--- config.mk ---
export PLATFORM = sky130hd
export DESIGN_NAME = instr_fetch_unit
export DESIGN_NICKNAME = d
export VERILOG_FILES = /design/src/rtl/instr_fetch_unit.sv
export SDC_FILE = /design/constraint.sdc
export NUM_CORES = 1
export LEC_CHECK = 0
export BUFFER_PORTS_ARGS = -buffer_cell sky130_fd_sc_hd__buf_2
export CAP_MARGIN = 0
export CORE_MARGIN = 10
export CORE_UTILIZATION = 49
export CTS_CLUSTER_DIAMETER = 30
export DETAILED_ROUTE_END_ITERATION = 10
export HOLD_SLACK_MARGIN = 0.06
export PLACE_DENSITY = 0.81
export SKIP_LAST_GASP = 1
export SYNTH_ARGS = -nofsm -noshare
export SYNTH_HDL_FRONTEND = slang
export SYNTH_SLANG_ARGS = --single-unit
--- constraint.sdc ---
create_clock -name clk -period 2.5 [get_ports clk]
set_input_delay 0.25 -clock clk [delete_from_list [all_inputs] [get_ports clk]]
set_output_delay 0.25 -clock clk [all_outputs]
set_load 0.02 [all_outputs]
--- src/rtl/instr_fetch_unit.sv ---
`default_nettype none
// ============================================================================
// Module  : instr_fetch_unit
// Brief   : PC sequencer for a combinational instruction memory, feeding a
//           2-entry {pc, instr} buffer to decode over valid/ready.
// Revision: 1.0 - initial release
// ============================================================================
module instr_fetch_unit #(
  parameter int unsigned RESET_PC  = 0,
  parameter int unsigned MEM_DEPTH = 16
) (
  input  logic        clk,
  input  logic        rst_n,
  input  logic        run,
  output logic [31:0] instr_addr,
  input  logic [31:0] instr,
  output logic        fetch_valid,
  input  logic        fetch_ready,
  output logic [31:0] fetch_instr,
  output logic [31:0] fetch_pc,
  input  logic        redirect_valid,
  input  logic [31:0] redirect_pc
);

  localparam int unsigned AW = (MEM_DEPTH > 1) ? $clog2(MEM_DEPTH) : 1;
  localparam logic [AW-1:0] C_RESET_PC = AW'(RESET_PC);

  typedef enum logic [0:0] {
    ST_IDLE  = 1'b0,
    ST_FETCH = 1'b1
  } state_t;

  state_t          state_q,      state_d;
  logic [AW-1:0]   pc_q,         pc_d;
  logic [1:0]      count_q,      count_d;
  logic [AW-1:0]   head_pc_q,    head_pc_d;
  logic [31:0]     head_instr_q, head_instr_d;
  logic [AW-1:0]   tail_pc_q,    tail_pc_d;
  logic [31:0]     tail_instr_q, tail_instr_d;

  logic            w_pop;
  logic            w_push;
  logic [1:0]      w_slot;

  assign instr_addr  = {{(32-AW){1'b0}}, pc_q};
  assign fetch_valid = (count_q != 2'd0);
  assign fetch_pc    = {{(32-AW){1'b0}}, head_pc_q};
  assign fetch_instr = head_instr_q;

  always_comb begin
    state_d      = state_q;
    pc_d         = pc_q;
    count_d      = count_q;
    head_pc_d    = head_pc_q;
    head_instr_d = head_instr_q;
    tail_pc_d    = tail_pc_q;
    tail_instr_d = tail_instr_q;

    w_pop  = fetch_valid & fetch_ready;
    w_push = (state_q == ST_FETCH) & ((count_q < 2'd2) | w_pop) & ~redirect_valid;
    // Slot index the new entry lands in once this cycle's pop is removed.
    w_slot = w_pop ? (count_q - 2'd1) : count_q;

    state_d = run ? ST_FETCH : ST_IDLE;

    if (redirect_valid) begin
      // Flush; head registers keep their last values for observability.
      count_d = 2'd0;
      pc_d    = redirect_pc[AW-1:0];
    end else begin
      if (w_pop && (count_q == 2'd2)) begin
        head_pc_d    = tail_pc_q;
        head_instr_d = tail_instr_q;
      end
      if (w_push) begin
        pc_d = pc_q + AW'(1);
        if (w_slot == 2'd0) begin
          head_pc_d    = pc_q;
          head_instr_d = instr;
        end else begin
          tail_pc_d    = pc_q;
          tail_instr_d = instr;
        end
      end
      case ({w_push, w_pop})
        2'b10:   count_d = count_q + 2'd1;
        2'b01:   count_d = count_q - 2'd1;
        default: count_d = count_q;
      endcase
    end
  end

  always_ff @(posedge clk or negedge rst_n) begin
    if (!rst_n) begin
      state_q      <= ST_IDLE;
      pc_q         <= C_RESET_PC;
      count_q      <= 2'd0;
      head_pc_q    <= '0;
      head_instr_q <= '0;
      tail_pc_q    <= '0;
      tail_instr_q <= '0;
    end else begin
      state_q      <= state_d;
      pc_q         <= pc_d;
      count_q      <= count_d;
      head_pc_q    <= head_pc_d;
      head_instr_q <= head_instr_d;
      tail_pc_q    <= tail_pc_d;
      tail_instr_q <= tail_instr_d;
    end
  end

endmodule
`default_nettype wire
==> results.cfg <==
[yosys]
ys_seq_area_frac = 0.4785
ys.flop_type = dfrtp_1
synth_seq_cells = 79
ys_warn_count = 0
syn_inst = 294
syn_area_mm2 = 0.004131
yosys-top-cells-area = dfrtp_1 (48%), mux2_2 (19%), buf_4 (11%), mux2_4 (11%), mux2_1 (2.7%)
yosysTopAreaCell = dfrtp_1
synthArstFlopShare = 1.000
yosysUniqueCellTypes = 30
yosysTopAreaCellShare = 0.4785
syn_avg_cell_area_um2 = 14.05
synth_edf_count = 0

[timing]
finalCritPeriodShare = 0.9491
rsz0062_at_grt = false
worst_pin_slew_ns = 0.9659
skew_ns = 0.007458
post-route-min-period_ns = 2.373
final_hold_viol_count = 0
finalMaxSlewViolations = 0
max_slew_margin = 0.3561
setup_violations = 0
tns_ns = 0
fmax_mhz = 421.5

[setup_path]
worstSetupEndpointType = flop
worstPathMaxFanout = 20
critPathKind = flop to flop
timing.critical_path.from_type = flop
critPathArrivalTime_ns = 2.59
worstSetupStartpoint = count_q[1]
ff2ff_path_depth = 7
critPathRequiredTime_ns = 2.72
timing.rr.start = count_q[1]

[die]
ios = 166
die_w_um = 111.8
rows = 33
die_y_um = 111.8
dieArea_mm2 = 0.01250
initial_core_util = 0.5028
core_mm2 = 0.008217

[place]
numPortBuffers = 81
place_congestion = 0.7622
placed_area_mm2 = 0.004369
dp_hpwl_mm = 5.742

[cts]
clk_latency_ns = 0.34
htreeDepth = 3
cts.path.max_buffers = 2
cts_root_buf = clkbuf_8
path_clk_slew_ns = 0.08
cts_num_sinks = 79
cts_tree = yes
numCtsBuffers = 9

[route]
drc = 0
drt_iter0_markers = 37
ant_nets = 0
viasPerCell = 4.711
vias = 2299
drt_wl_total_mm = 7.935
wl_per_cell_um = 16.26
firstDrtPassIters = 2

[grt]
grt_overflow = 0
antenna_found_initial = 0
grt_pass1_wl_mm = 12.96
grt.total_usage = 0.1235
grt_pass1_vias = 2571
grt_max_degree = 80

[worst_hold_path]
hp-class = input port to asynchronous set/reset pin

[pwr]
p_leak_nw = 2.273
powerDensity_mw_per_mm2 = 1229
ir_worst_vdd_v = 0.0005190

[cells_and_area]
layout_common_cells = buf_2 (80), dfrtp_1 (79), mux2_2 (69), conb_1 (56), mux2_4 (29)
syn2layout_area_growth_pct = 10.84
final_net_count = 450
antennaDiodeCount = 0
final_common_cell = buf_2
fin_area_mm2 = 0.004579
filler_cell_count = 725
drive_gt1_frac = 0.5379

[job]
maxCapViolCount = 0

[status]
status = complete, no violations
[metrics by stage]
step	util	setup WS (ns)	cells	hold WS (ns)	power, W
3_5_place_dp	0.5318	0.1210	471	0.3594	0.004770
6_report	0.5573	0.1274	488	0.06099	0.005626
5_1_grt	0.5573	0.02725	488	0.1262	0.005993
4_1_cts	0.5569	0.1019	488	0.09485	0.005712
3_3_place_gp	0.5318	0.1855	471	0.3576	0.004634
2_1_floorplan	-	0.3183	349	-0.04559	0.004193
[Yosys cell counts (all sizes together) (2+ instances only)]
cell / instances
nor2: 2
dfrtp: 79
buf: 68
inv: 3
ha: 3
nand2: 4
or3: 2
mux2i: 2
mux2: 108
a21oi: 2
xnor2: 4
o21ai: 5
[worst paths after layout]
kind                       slack [ns]               end
setup / recovery                 0.13   fetch_instr[15]
hold / removal                   0.06  tail_instr_q[17]
setup reg to reg                 0.13   fetch_instr[15]
hold reg to reg                  0.49   tail_instr_q[0]
max in group asynchronous        1.83    fetch_instr[2]
min in group clk                 0.12           pc_q[0]
[layout make-up]
type,count,area (µm²),area share
clock buffer,9,123.9,0.02705
clock inverter,7,72.57,0.01585
inverter,3,11.26,0.002459
multi-input combinational,198,1792,0.3913
sequential,79,1977,0.4317
tap,105,131.4,0.02869
timing repair buffer,87,471.7,0.1030
[cells by family after synthesis]
logic type / count (synthesis) / share of synthesized area
muxes: 110 / 0.3256
adders and majority gates: 3 / 0.009086
AOI/OAI and AO/OA: 9 / 0.01393
buffers and inverters: 72 / 0.1393
and+or+nand+nor: 15 / 0.02211
xor gates and xnor gates: 5 / 0.01060
DFF: 79 / 0.4785
other: 1 / 0.0009077
[flip-flops by register name, summed over array words and instances, names as in the netlist]
name and flops:
head_pc_q 4, tail_pc_q 4, state_q 1, fetch_instr 32
pc_q 4, tail_instr_q 32, count_q 2
[metal layers]
layer	GRT usage	up-vias	share of wire
li1	-	1070	-
met2	0.2040	77	0.49
met3	0.04777	10	0.076
met1	0.1426	1142	0.42
met5	0	-	0
met4	0.04370	0	0.014
[worst max-delay path, stage by stage (launching register included)]
cell	delay, ns
dfrtp_1	0.46
inv_1	0.12
ha_1	0.25
nor2b_4	0.07
o31ai_2	0.23
or3b_2	0.49
buf_4	0.27
mux2_4	0.34
[where the power goes]
| group | switching, W | internal, W | leakage (nW) |
|---|---|---|---|
| Sequential | 0.000321 | 0.00190 | 0.941 |
| Clock | 0.000465 | 0.000463 | 0.0956 |
| Combinational | 0.00117 | 0.00130 | 1.24 |
| Total | 0.00196 | 0.00367 | 2.27 |
[timing repair]
action / CTS / global route
resized for setup: 0 / 1
endpoints found under the setup margin: 0 / 6
hold endpoints to repair: 1 / 0
hold buffers: 1 / 0
setup buffers: 0 / 0
Note: power is estimated with default switching activity, not from simulation.
